--- config.mk ---
export PLATFORM = sky130hd
export DESIGN_NAME = mips_reg_dumper
export DESIGN_NICKNAME = d
export VERILOG_FILES = /design/src/rtl/mips_reg_dumper.sv
export SDC_FILE = /design/constraint.sdc
export NUM_CORES = 1
export LEC_CHECK = 0
export CAP_MARGIN = 40
export CELL_PAD_IN_SITES_DETAIL_PLACEMENT = 0
export CELL_PAD_IN_SITES_GLOBAL_PLACEMENT = 1
export CORE_MARGIN = 3
export CORE_UTILIZATION = 39
export DETAILED_ROUTE_END_ITERATION = 10
export DONT_BUFFER_PORTS = 1
export PLACE_DENSITY_LB_ADDON = 0.1
export REMOVE_ABC_BUFFERS = 1
export SETUP_SLACK_MARGIN = 0.4
export SLEW_MARGIN = 20
export SYNTH_ARGS = -nofsm -noshare
export SYNTH_HDL_FRONTEND = slang
export SYNTH_SLANG_ARGS = --single-unit
--- constraint.sdc ---
create_clock -name ClockIn -period 1.84 [get_ports ClockIn]
set_clock_uncertainty 0.1 [all_clocks]
set_input_delay 0.276 -clock ClockIn [delete_from_list [all_inputs] [get_ports ClockIn]]
set_output_delay 0.276 -clock ClockIn [all_outputs]
set_load 0.05 [all_outputs]
--- src/rtl/mips_reg_dumper.sv ---
// rtl/mips_reg_dumper.sv - walks the register file debug port and streams each register as 4 bytes, MSB first
// Optional feature macro: MIPS_DUMP_PC_EN (prefixes the dump with the 4 bytes of pc_in)
module mips_reg_dumper #(
  parameter int NUM_REGS = 32,
  parameter int ADDR_W   = 5
) (
  input  logic              ClockIn,
  input  logic              Reset,
  input  logic              start,
  output logic              busy,
  output logic              done,
  output logic [ADDR_W-1:0] reg_addr,
  input  logic [31:0]       reg_data,
  output logic [7:0]        tx_data,
  output logic              tx_valid,
  input  logic              tx_ready
`ifdef MIPS_DUMP_PC_EN
  ,
  input  logic [31:0]       pc_in
`endif
);

  typedef enum logic [2:0] {
    IDLE    = 3'd0,
    READ    = 3'd1,
    SEND    = 3'd2,
    DONE    = 3'd3,
    PC_SEND = 3'd4
  } state_t;

  localparam logic [ADDR_W-1:0] LAST_IDX = ADDR_W'(NUM_REGS - 1);

  state_t            state;
  logic [ADDR_W-1:0] idx;
  logic [1:0]        byte_cnt;
  logic [31:0]       shift;

  // The outgoing byte is always the top of the shift register, so it cannot move during a stall.
  assign tx_data  = shift[31:24];
  assign reg_addr = idx;

  always_ff @(posedge ClockIn or posedge Reset) begin
    if (Reset) begin
      state    <= IDLE;
      idx      <= '0;
      byte_cnt <= '0;
      shift    <= '0;
      busy     <= 1'b0;
      done     <= 1'b0;
      tx_valid <= 1'b0;
    end else begin
      case (state)
        IDLE: begin
          done <= 1'b0;
          if (start) begin
            idx  <= '0;
            busy <= 1'b1;
`ifdef MIPS_DUMP_PC_EN
            shift    <= pc_in;
            byte_cnt <= '0;
            tx_valid <= 1'b1;
            state    <= PC_SEND;
`else
            state    <= READ;
`endif
          end
        end
        READ: begin
          shift    <= reg_data;
          byte_cnt <= '0;
          tx_valid <= 1'b1;
          state    <= SEND;
        end
        SEND, PC_SEND: begin
          if (tx_ready) begin
            shift    <= {shift[23:0], 8'h00};
            byte_cnt <= byte_cnt + 2'd1;
            if (byte_cnt == 2'd3) begin
              tx_valid <= 1'b0;
              if (state == PC_SEND) begin
                state <= READ;
              end else if (idx == LAST_IDX) begin
                state <= DONE;
                done  <= 1'b1;
                busy  <= 1'b0;
              end else begin
                idx   <= idx + ADDR_W'(1);
                state <= READ;
              end
            end
          end
        end
        DONE: begin
          done  <= 1'b0;
          state <= IDLE;
        end
        default: begin
          state <= IDLE;
        end
      endcase
    end
  end

endmodule

Word-level counts from Yosys, hierarchy flattened:

Cells that the tools add are included.

* register bits: 45
* latch bits: 0
* memory bits (writable): 0
* bits in read-only memories: 0
* bits of input ports: 36
* output and inout bits: 16
* logic and storage cells: 63
* memories kept: 0

* $add $sub $neg: 2
* multipliers: 0
* div/mod/pow operators: 0
* order comparisons: 0
* equal/unequal tests: 12
* shift-type cells: 0
* multiplexer cells: 30
* bitwise logic cells: 0
* reduce and logical (&&, ||, !) cells: 12

Operators by type and width (number)
* 32-bit one-hot mux with 2 select lines: 1
* 32-bit two-way mux: 1
* 5-bit two-way mux: 5
* 2-bit inequality test (second input constant): 6
* 6-bit AND reduction: 2
* 1-bit two-way mux: 11
* 5-bit one-hot mux with 2 select lines: 1
* 3-bit two-way mux: 3
* 3-bit one-hot mux with 3 select lines: 1
* 3-bit by 2-bit equality test with 1-bit output (second input constant): 2
* 2-bit two-way mux: 3
* 1-bit one-hot mux with 2 select lines: 3
* 3-bit AND reduction: 2
* 2-bit nonzero test: 3
* 5-bit by 1-bit adder with 5-bit output (second input constant): 1
* 5-bit equality test (second input constant): 1
* 5-bit AND reduction: 1
* 2-bit one-hot mux with 2 select lines: 1
* 2-bit OR reduction: 2
* 3-bit by 1-bit equality test with 1-bit output (second input constant): 1
* 3-bit equality test (second input constant): 1
* 3-bit zero test: 1
* 2-bit by 1-bit adder with 2-bit output (second input constant): 1
* 2-bit equality test (second input constant): 1
* 2-bit AND reduction: 1

Depth between registers and ports, before layout:

Gate-level depths: netlist of run 1.

* depth after elaboration: 6
* depth in mapped cells: 9
* gate-level depth less buffers: 7

Worst setup path after synthesis of run 1:

OpenSTA, ideal clock, no wires.

* kind: reg2reg
* start point: register idx[0] (netlist: reg_addr[0])
* end point: register idx[3] (netlist: reg_addr[3])
* setup time: 0.096 ns
* data arrival time: 2.143 ns
* slack: -0.499 ns
* cell stages (with the launch flop): 9
* buffers on the path: 1
* period minus slack after synthesis: 2.339 ns
* path through: dfrtp_1 > ha_1 > and3_1 > ha_1 > and3b_1 > buf_2 > nand4_2 > mux2i_1 > nor4_2

* longest elaborated chain between the ends: 6
* elaborated cells between the ends (all ways): 9

Ends and longest elaborated chain
* from (decl): RTL line 34 `logic [ADDR_W-1:0] idx;`
* from (signal assigned): RTL line 87 `idx <= idx + ADDR_W'(1);`
* 5-bit by 1-bit adder with 5-bit output: RTL line 87
* 5-bit two-way mux: RTL line 82 `end else if (idx == LAST_IDX) begin`
* 5-bit two-way mux: RTL line 80 `if (state == PC_SEND) begin`
* 5-bit two-way mux: RTL line 78 `if (byte_cnt == 2'd3) begin`
* 5-bit two-way mux: RTL line 75 `if (tx_ready) begin`
* 5-bit one-hot mux with 2 select lines: RTL line 52 `case (state)`

Parallel ways exist; a longest one is shown, timed or not. The select of a mux whose other input is x is not followed.
A chain may end at the register's enable or synchronous reset.

Worst setup path in the final report of run 1:

* start point: register idx[0] (netlist: reg_addr[0])
* end point: register state[1]

* longest elaborated chain between the ends: 6

Ends and longest elaborated chain
* 5-bit equality test: RTL line 82
* 2-bit two-way mux: RTL line 82
* 2-bit two-way mux: RTL line 80
* 3-bit two-way mux: RTL line 78
* 3-bit two-way mux: RTL line 75
* 3-bit one-hot mux with 3 select lines: RTL line 52
* to (signal assigned): RTL line 81 `state <= READ;`
* to (signal assigned): RTL line 83 `state <= DONE;`
* to (signal assigned): RTL line 88 `state <= READ;`
* to (decl): RTL line 33 `state_t state;`

No other way between the ends. The select of a mux whose other input is x is not followed.

==> metrics.md, run 1 <==
| Metric | Value |
|---|---|
| Result of the run | `finished, final reports clean` |
| Routing usage on met3 | `4.960%` |
| RR Startpoint | `reg_addr[0]` |
| Share of the yosys chip area belonging to registers | `47.13%` |
| Post-synthesis cell type with the largest combined area | `dfrtp_1` |
| Tcrit/Tclk final | `99.89%` |
| RSZ-0062 raised after global routing | `true` |
| Count of TritonRoute iterations in the first routing pass | `4` |
| Hold Crit Start | `reg_data[14]` |
| Routed wire length | `6659 µm` |
| Max-slew headroom at the worst pin | `62.15%` |
| Chip Height | `83.40 µm` |
| Peak clock frequency supported by timing | `544.1 MHz` |
| Maximum capacitance violations | `0` |
| Leading cell types by total area after synthesis | `dfrtp_1 47%, mux2i_1 11%, o21ai_0 6.4%` |
| Library cell appearing most often on the critical path | `buf_4` |
| Post-synthesis cell type count | `38` |
| Weighted congestion at the end of routability-driven global placement | `0.8563` |
| Synth Flop Type | `dfrtp_1` |
| Maximum fanout count along the critical path | `3` |
| Antenna Violating Nets Remaining | `0` |
| Count of buffers from port buffering | `0` |
| Finished Core Util | `64.65%` |
| Buffers from clock root to sink, at most | `2` |
| Detailed placement HPWL | `3612 µm` |
| Die area | `0.006955 mm²` |
| Sink count of the clock tree | `44` |
| Share of final-layout standard cells stronger than drive strength 1 | `55.00%` |
| Number of buffers created by CTS | `5` |
| Post-synth ARST share | `100.0%` |
| Final Hold Viols | `0` |
| Worst Setup End Kind | `register` |
| Number of buffers and inverters on the critical path | `3` |
| CP cell instances | `ha_2, and3_4, buf_4, buf_4, buf_6, ha_4, nand2_4, o31ai_4, a22o_1` |
| Final Cell Area | `0.003647 mm²` |
| Leakage power | `1.692 nW` |
| Worst hold path type | `input pin to register` |
| Average cell area after synthesis | `10.03 µm²` |
| Top-Level Pins | `52` |
| Global Route Usage Sum | `19.89%` |
| Total congestion overflow | `0` |
| CTS Root Buffer Type | `clkbuf_8` |
| Top-area cell type share of the netlist area | `47.13%` |
| Max rail drop VDD | `0.001017 V` |
| Number of antenna diodes | `0` |
| Count of flip-flops with a built-in enable after synthesis | `0` |
| DR iter-0 viols | `62` |
| Class of the most critical setup path | `register to register` |
| WHS | `30.55 ps` |
| Vias in the first global route | `2047` |
| Via count of the routed design | `1946` |
| Number of levels the H-tree was split into | `2` |
| Most crowded layer after global routing | `met2` |
| Met1 layer usage reported by global route | `24.75%` |
| Launching element of the worst setup path | `reg_addr[0]` |
| Standard cell core area | `0.005642 mm²` |
| Final nets | `323` |
| Period minus WS final | `1838 ps` |
| Synthesis-to-layout area growth | `56.13%` |
| Placement-stage cell area | `0.002469 mm²` |
| Clock transition at the registers of the reported paths | `90 ps` |
| Yosys warning count | `0` |
| Largest net degree at the start of global routing | `27` |
| Die extent in x | `83.40 µm` |
| Arr. time, crit path | `1930 ps` |
| Critical Path RT | `1930 ps` |
| Syn Std Cell Area | `0.002336 mm²` |
| Power density over the cells | `1818 mW/mm²` |
| Routed wire length per instance | `18.92 µm` |
| Total count of max-transition violations in the final report | `0` |
| Cell row count | `27` |
| Clock tree from TritonCTS | `built` |
| Synth Instances | `233` |
| Overall Power | `6.632 mW` |
| Crit-path slowest cell | `dfrtp_1` |
| CP startpoint kind | `register` |
| Initial standard-cell utilization of the core | `41.41%` |
| Worst-skew pair later-pin latency | `300 ps` |
| Final setup violating endpoints | `0` |
| Number of antenna violations at the first check in global routing | `0` |
| Routing usage on met2 | `34.40%` |
| First-pass GRT wire length | `10980 µm` |
| Via density per instance | `5.528` |
| Register bit total from synthesis | `44` |
| Largest stage delay on the critical path | `400 ps` |
| Transition at the pin with the smallest max-transition slack | `565.8 ps` |
| Top delay family on crit path | `flip-flops` |
| Number of remaining DRC errors | `0` |
## metrics by stage
stage	setup WS, ps	std cells	TNS (ps)
floorplan	-1354	209	-44520
global placement	-25.43	303	-26.96
detailed placement	-114.4	303	-361.0
CTS	38.45	344	0
global route	-59.44	352	-149.8
finish	2.004	352	0
## per-layer routing
metal,wire (µm),vias to the layer above
li1,-,913
met1,2800,971
met2,3395,55
met3,381,7
met4,82,0
met5,0,-
## cells in the mapped netlist, types with 3 or more instances
master / count
dfrtp_1: 44
nand2_1: 37
o21ai_0: 30
mux2i_1: 25
buf_4: 11
o22ai_1: 9
a21boi_0: 8
ha_1: 8
buf_2: 6
inv_1: 6
nor2_1: 6
a21oi_1: 4
buf_6: 4
a31oi_1: 3
## registers in the layout, summed over array words and instances (netlist names)
register	cells
done	1
reg_addr	5
state	2
busy	1
byte_cnt	2
tx_valid	1
shift	32
## timing repair
item,CTS,global route
hold buffers,2,0
cloned,10,1
resized for setup,143,38
hold endpoints to repair,26,0
pin swaps,30,10
setup buffers,21,7
endpoints found under the setup margin,43,43
## power breakdown
part           leakage (nW)  internal (mW)  total (mW)  switching [mW]
Clock                0.0479          0.265       0.623           0.358
Sequential            0.552           1.35        1.98           0.632
Combinational          1.09           2.31        4.03            1.72
## worst register-to-register path, cell delays in order, from the launching register on
cell and delay [ps]:
dfrtp_1 400, ha_2 200, and3_4 160, buf_4 130, buf_4 120, buf_6 110, ha_4 160, nand2_4 80
o31ai_4 60, a22o_1 200
## layout by cell type, fill, tap and decap left out, drive strengths merged, types with 2 or more instances in the layout
cell         synthesis  routed
o21ai               32      32
a21boi               8       8
nand2               37      37
a21oi                5       5
o211a                2       2
dfrtp               44      44
dlygate4sd3          0       2
nor2b                3       3
buf                 21      60
and3                 2       2
clkbuf               3       6
clkinv               0       3
mux2i               25      25
nor3                 3       3
nor2                 6       6
inv                  6       6
nand4                3       3
a31oi                3       3
o22ai                9       9
nand3                2       2
ha                   8       8
## cell type report
cell class | instances | area [µm²]
fill | 421 | 1994
multi-input combinational | 159 | 1465
sequential | 44 | 1101
timing repair buffer | 63 | 878.3
tap | 72 | 90.09
clock buffer | 5 | 68.82
inverter | 6 | 25.02
clock inverter | 3 | 18.77
## final timing paths
| kind | slack [ps] | endpoint | depth (start not counted) |
|---|---|---|---|
| max | 2 | state[1] | 9 |
| min | 30 | shift[14] | 2 |
| max reg2reg | 2 | state[1] | 9 |
| min reg2reg | 400 | shift[18] | 2 |
| max in group asynchronous | 820 | reg_addr[4] | 3 |
| min in group asynchronous | 330 | shift[30] | 2 |
## kinds of logic after synthesis
family	after synthesis	synth area share (%)
compound gates	65	16.87
xor+xnor	1	0.3750
fa+ha+maj	8	4.285
buf+inv	30	8.248
flops	44	47.13
mux	25	10.71
simple gates	60	12.37
Note: power is estimated with default switching activity, not from simulation.
==> run 2: changes to the inputs <==
CTS_BUF_LIST = sky130_fd_sc_hd__clkbuf_8   (was default)
clock period = 1.8 ns   (was 1.84 ns; I/O delays follow)
==> metrics.md, run 2 (synthesized netlist as in run 1, its figures left out) <==
| Metric | Value |
|---|---|
| Net switching power | `2.642 mW (-2.5%)` |
| Total length of routed met3 wires | `319 µm (-16%)` |
| Sink count of the clock tree | `44 (unchanged)` |
| Peak clock frequency supported by timing | `548.2 MHz (+0.75%)` |
| First-pass GRT wire length | `10040 µm (-8.5%)` |
| Global Route Usage Sum | `18.15% (-1.7 points)` |
| Clock tree from TritonCTS | `built` |
| Routed wire length | `6083 µm (-8.6%)` |
| Buffers from clock root to sink, at most | `2 (unchanged)` |
| Switching part of the total | `41.25% (+0.37 points)` |
| Final nets | `311 (-3.7%)` |
| Leakage power | `1.583 nW (-6.4%)` |
| Worst Hold Path Cells | `1 (-1)` |
| Total count of max-transition violations in the final report | `0 (unchanged)` |
| Die extent in x | `83.40 µm (unchanged)` |
| Critical Path RT | `1940 ps (about the same)` |
| RR Startpoint | `reg_addr[1]` |
| Met2 routed wirelength | `3150 µm (-7.2%)` |
| Count of buffers from port buffering | `0 (unchanged)` |
| Period minus WS final | `1824 ps (-13.74 ps)` |
| Worst hold path type | `input pin to register` |
| Maximum fanout count along the critical path | `4 (+1)` |
| Top-Level Pins | `52 (unchanged)` |
| Standard cell core area | `0.005642 mm² (unchanged)` |
| Worst-skew pair later-pin latency | `290 ps (about the same)` |
| Max FFs per register | `32 (unchanged)` |
| Routed wire length per instance | `17.89 µm (-5.4%)` |
| Largest net degree at the start of global routing | `27 (unchanged)` |
| Post-route non-filler standard cell count | `340 (-3.4%)` |
| RSZ-0062 raised after global routing | `true` |
| Tcrit/Tclk final | `101.3% (+1.5 points)` |
| Violated checks | `negative setup slack` |
| Number of antenna violations at the first check in global routing | `0 (unchanged)` |
| Power density over the cells | `1847 mW/mm² (+1.6%)` |
| Slack of the worst reg-to-reg path | `-20 ps (-30 ps)` |
| Register bank with the most flops | `shift` |
| CP startpoint kind | `register` |
| Die area | `0.006955 mm² (unchanged)` |
| Via density per instance | `5.488 (-0.73%)` |
| Maximum capacitance violations | `0 (unchanged)` |
| Final setup violating endpoints | `2 (+2)` |
| Vias in the first global route | `2007 (-2.0%)` |
| Number of antenna diodes | `0 (unchanged)` |
| Total congestion overflow | `0 (unchanged)` |
| M1 WL | `2533 µm (-9.5%)` |
| Max rail drop VDD | `0.0008159 V (-20%)` |
| Worst Setup End Kind | `register` |
| Launching element of the worst setup path | `reg_addr[1]` |
| Crit path setup slack, layout | `-24.25 ps (-26.26 ps)` |
| Number of instances in the placed design | `305 (+0.66%)` |
| Sequential fraction of design power | `32.1% (+2.3 points)` |
| Clock transition at the registers of the reported paths | `90 ps (about the same)` |
| Most common library cell in the layout ignoring fill and taps | `dfrtp_1` |
| Termination of the worst setup path | `reg_addr[2]` |
| Internal power | `3.764 mW (-4.0%)` |
| Commonest cells after routing, fill and taps aside | `42 x dfrtp_1, 23 x nand2_4, 22 x mux2i_1` |
| Initial standard-cell utilization of the core | `41.41% (unchanged)` |
| Max-slew headroom at the worst pin | `63.99% (+1.8 points)` |
| Synthesis-to-layout area growth | `48.47%` |
| Weighted congestion at the end of routability-driven global placement | `0.8688 (+1.5%)` |
| Count of TritonRoute iterations in the first routing pass | `4 (unchanged)` |
| Chip Height | `83.40 µm (unchanged)` |
| Class of the most critical setup path | `register to register` |
| Final Hold Viols | `0 (unchanged)` |
| Cell row count | `27 (unchanged)` |
| Number of buffers created by CTS | `5 (unchanged)` |
| Number of remaining DRC errors | `0 (unchanged)` |
| Result of the run | `finished with violations` |
| Antenna Violating Nets Remaining | `0 (unchanged)` |
| DR iter-0 viols | `71 (+15%)` |
| Via count of the routed design | `1866 (-4.1%)` |
| Highest metal layer used by the detailed router | `met4` |
| Share of final-layout standard cells stronger than drive strength 1 | `50.00% (-5.0 points)` |
| Number of cells on the worst reg-to-reg path | `8 (-1)` |
| Part of the power in combinational logic | `57.9% (-2.9 points)` |
| Transition at the pin with the smallest max-transition slack | `540.1 ps (-25.67 ps)` |
| Number of levels the H-tree was split into | `2 (unchanged)` |
| Power share of the clock group | `10.0% (+0.6 points)` |
| CTS Root Buffer Type | `clkbuf_8` |
| Fill cell instance count of the final layout | `467 (+11%)` |
| Arr. time, crit path | `1960 ps (+30 ps)` |
| Endpoint of the most critical register-to-register path | `reg_addr[2]` |
| Detailed placement HPWL | `3712 µm (+2.8%)` |
| Finished Core Util | `61.48% (-3.2 points)` |
-- run 2: cell types whose count changed in the layout (fill, tap and decap cells not counted), moves of 3 or more --
cell	before	now
buf_4	23	18
a21boi_2	8	0
nand2_2	11	6
o22ai_2	8	4
o22ai_1	1	5
buf_6	16	12
buf_16	10	6
a21boi_1	0	3
nand2_4	17	23
a21boi_0	0	5
-- run 2: worst max-delay path: stages (launching register included) --
cell and delay (ps):
dfrtp_1 400, ha_2 190, and3_4 160, ha_4 150, and3b_2 270, buf_6 120
a21oi_2 50, a31oi_1 160, o211a_1 170
-- run 2: repair_timing --
item | CTS | global route
resized for setup | 113 | 56
pin swaps | 29 | 10
cloned | 6 | 2
setup buffers | 15 | 2
setup endpoints to repair | 43 | 43
hold endpoints to repair | 26 | 0
hold buffers | 2 | 0
-- run 2: cell type report --
cell class / instances / area [µm²] / share of cell area [%]
Inverter: 6 / 25.02 / 0.7215
Clock inverter: 2 / 11.26 / 0.3247
Multi-Input combinational cell: 159 / 1445 / 41.67
Sequential cell: 44 / 1104 / 31.82
Clock buffer: 6 / 82.58 / 2.381
Timing Repair Buffer: 51 / 710.7 / 20.49
Tap cell: 72 / 90.09 / 2.597
-- run 2: routing by layer --
layer	vias to the layer above	global-route usage [%]
met1	928	22.22
li1	893	-
met5	-	0
met3	9	5.556
met2	36	31.12
met4	0	4.458
-- run 2: worst min path at each step --
stage | from | endpoint | slack (ps)
2_1_floorplan | tx_ready | shift[0] | 260
3_3_place_gp | Reset | shift[20] | 80
3_5_place_dp | Reset | shift[28] | 80
4_1_cts | tx_ready | byte_cnt[1] | 40
5_1_grt | tx_ready | byte_cnt[1] | 30
6_report | tx_ready | byte_cnt[1] | 50
-- run 2: through the flow --
stage	power [mW]	setup TNS, ps	cell area [µm²]	setup WS, ps	hold slack, ps
3_3_place_gp	3.595	-132.1	2496	-66.30	77.30
5_1_grt	6.838	-263.0	3468	-84.05	29.78
6_report	6.407	-29.80	3468	-24.25	45.30
4_1_cts	5.783	0	3174	21.52	36.21
3_5_place_dp	3.691	-408.3	2496	-144.6	80.79
2_1_floorplan	3.033	-46280	2166	-1394	259.1
-- run 2: power groups by stage --
stage          Clock [mW]  Combinational (mW)  Sequential, mW
3_3_place_gp            0                1.69            1.90
6_report            0.640                3.71            2.05
3_5_place_dp            0                1.76            1.93
5_1_grt             0.716                4.01            2.11
2_1_floorplan           0                1.16            1.87
4_1_cts             0.670                3.14            1.97
==> run 3: changes to the inputs <==
clock period = 1.65 ns   (was 1.8 ns; I/O delays follow)
==> metrics.md, run 3 (synthesized netlist as in run 1, its figures left out) <==
| Metric | Value |
|---|---|
| Result of the run | `finished with violations` |
| Violated checks | `negative setup slack` |
| Share of final-layout standard cells stronger than drive strength 1 | `62.41% (+12 points)` |
| Area of the multi-input gates | `0.001529 mm² (+5.8%)` |
| CP startpoint kind | `register` |
| Buffers from clock root to sink, at most | `2 (unchanged)` |
| Tcrit/Tclk final | `109.3% (+7.9 points)` |
| Standard cell core area | `0.005642 mm² (unchanged)` |
| Die area | `0.006955 mm² (unchanged)` |
| DP Worst Slack | `-294.0 ps (-149.5 ps)` |
| Fill cell instance count of the final layout | `395 (-15%)` |
| Most common library cell in the layout ignoring fill and taps | `dfrtp_1` |
| Arr. time, crit path | `1900 ps (-60 ps)` |
| Via density per instance | `5.390 (-1.8%)` |
| Number of remaining DRC errors | `0 (unchanged)` |
| Final nets | `333 (+7.1%)` |
| Sink count of the clock tree | `44 (unchanged)` |
| Worst-skew pair later-pin latency | `300 ps (about the same)` |
| Period minus WS final | `1803 ps (-21.32 ps)` |
| Final setup violating endpoints | `19 (+17)` |
| Top delay family on crit path | `simple AND/OR/NAND/NOR gates` |
| Class of the most critical setup path | `register to register` |
| Antenna Violating Nets Remaining | `0 (unchanged)` |
| Worst Setup End Kind | `register` |
| Crit path setup slack, layout | `-152.9 ps (-128.7 ps)` |
| Clock transition at the registers of the reported paths | `90 ps (about the same)` |
| Largest stage delay on the critical path | `400 ps (about the same)` |
| Weighted congestion at the end of routability-driven global placement | `0.8696 (about the same)` |
| Synthesis-to-layout area growth | `66.31%` |
| Detailed placement HPWL | `3857 µm (+3.9%)` |
| Commonest cells after routing, fill and taps aside | `33 x dfrtp_1, 26 x buf_6, 23 x nand2_4` |
| Via count of the routed design | `1951 (+4.6%)` |
| First-pass GRT wire length | `10830 µm (+7.9%)` |
| Register bank with the most flops | `shift` |
| Count of buffers from port buffering | `0 (unchanged)` |
| FF+latch area | `0.001115 mm² (+1.0%)` |
| Crit-path slowest cell | `dfrtp_1` |
| Max-slew headroom at the worst pin | `65.67% (+1.7 points)` |
| Number of cells on the worst reg-to-reg path | `8 (unchanged)` |
| Chip Height | `83.40 µm (unchanged)` |
| RSZ-0062 raised after global routing | `true` |
| CP cell instances | `ha_2, and3_4, ha_4, and3b_2, buf_6, nand4_1, o21a_1, o211a_1` |
| Overall Power | `7.884 mW (+23%)` |
| Max rail drop VDD | `0.001184 V (+45%)` |
| Cell row count | `27 (unchanged)` |
| Top-Level Pins | `52 (unchanged)` |
| Number of levels the H-tree was split into | `2 (unchanged)` |
| Worst Hold Path Cells | `2 (+1)` |
| Number of antenna diodes | `0 (unchanged)` |
| Number of antenna violations at the first check in global routing | `0 (unchanged)` |
| Post-route non-filler standard cell count | `362 (+6.5%)` |
| Transition at the pin with the smallest max-transition slack | `513.2 ps (-26.93 ps)` |
| Total count of max-transition violations in the final report | `0 (unchanged)` |
| Total congestion overflow | `0 (unchanged)` |
| WHS | `13.94 ps (-31.36 ps)` |
| Count of TritonRoute iterations in the first routing pass | `4 (unchanged)` |
| Initial standard-cell utilization of the core | `41.41% (unchanged)` |
| Global Route Usage Sum | `19.42% (+1.3 points)` |
| Final Hold Viols | `0 (unchanged)` |
| Maximum fanout count along the critical path | `4 (unchanged)` |
| Routed wire length per instance | `18.56 µm (+3.7%)` |
| Leakage power | `1.766 nW (+12%)` |
| Clock tree from TritonCTS | `built` |
| Number of instances in the placed design | `314 (+3.0%)` |
| Die extent in x | `83.40 µm (unchanged)` |
| Max FFs per register | `32 (unchanged)` |
| Number of buffers and inverters on the critical path | `1 (unchanged)` |
| Vias in the first global route | `2147 (+7.0%)` |
| Power density over the cells | `2029 mW/mm² (+9.9%)` |
| Critical Path Stages | `8 (unchanged)` |
| Critical Path RT | `1740 ps (-200 ps)` |
| Number of buffers created by CTS | `5 (unchanged)` |
| Maximum capacitance violations | `0 (unchanged)` |
| CTS Root Buffer Type | `clkbuf_8` |
| Routed wire length | `6719 µm (+10%)` |
| Largest net degree at the start of global routing | `27 (unchanged)` |
| Peak clock frequency supported by timing | `554.7 MHz (+1.2%)` |
| Worst hold path type | `input pin to register` |
| DR iter-0 viols | `94 (+32%)` |
run 3: cell types whose count changed in the layout (fill, tap and decap cells not counted), sizes merged:
cell    before  now
buf         47   70
bufinv       0    1
clkbuf       8    7
clkinv       0    1
inv          7    5
run 3: what timing repair did:
action | CTS | global route
pin swaps | 41 | 11
endpoints found under the hold margin | 26 | 0
endpoints found under the setup margin | 59 | 48
gates resized for setup | 167 | 53
buffers inserted | 20 | 7
cloned | 10 | 1
hold buffers | 2 | 0
run 3: through the flow:
stage | area, µm² | setup TNS [ps] | utilization [%]
finish | 3885 | -960.9 | 68.86
global route | 3885 | -2339 | 68.86
CTS | 3578 | -745.1 | 63.43
detailed placement | 2564 | -1417 | 45.44
global placement | 2564 | -841.0 | 45.44
floorplan | 2166 | -52880 | -
run 3: final cells by class:
| class | count | area share, % |
|---|---|---|
| Tap cell | 72 | 2.319 |
| Inverter | 6 | 0.6763 |
| Clock inverter | 2 | 0.9984 |
| Clock buffer | 6 | 2.126 |
| Sequential cell | 44 | 28.70 |
| Timing Repair Buffer | 73 | 25.83 |
| Multi-Input combinational cell | 159 | 39.36 |
run 3: final timing paths:
kind	startpoint	end	slack, ps
worst max-delay path	reg_addr[1]	reg_addr[0]	-150
worst min-delay path	reg_data[15]	shift[15]	10
worst max register to register	reg_addr[1]	reg_addr[0]	-150
worst min register to register	byte_cnt[1]	byte_cnt[1]	410
max in group asynchronous	Reset	done	630
min in group asynchronous	Reset	shift[14]	310
run 3: metal layers:
layer	track usage (%)	share of wire, %	vias up
li1	-	-	926
met2	34.18	52	40
met1	22.51	41	979
met5	0	0	-
met3	5.655	5.0	6
met4	6.389	1.5	0
run 3: report_power, final:
part           switching, mW  internal (mW)
sequential             0.731           1.52
combinational           2.00           2.75
clock                  0.390          0.495
total                   3.12           4.77
run 3: worst reg2reg max path: cells and delay by family, from the launching register on:
kind                     cells  cell delay, ps
buffers and inverters        1             120
flip-flops                   1             400
AND/OR/NAND/NOR              3             500
AO/OA/AOI/OAI                2             230
adder cells (fa/ha/maj)      2             350
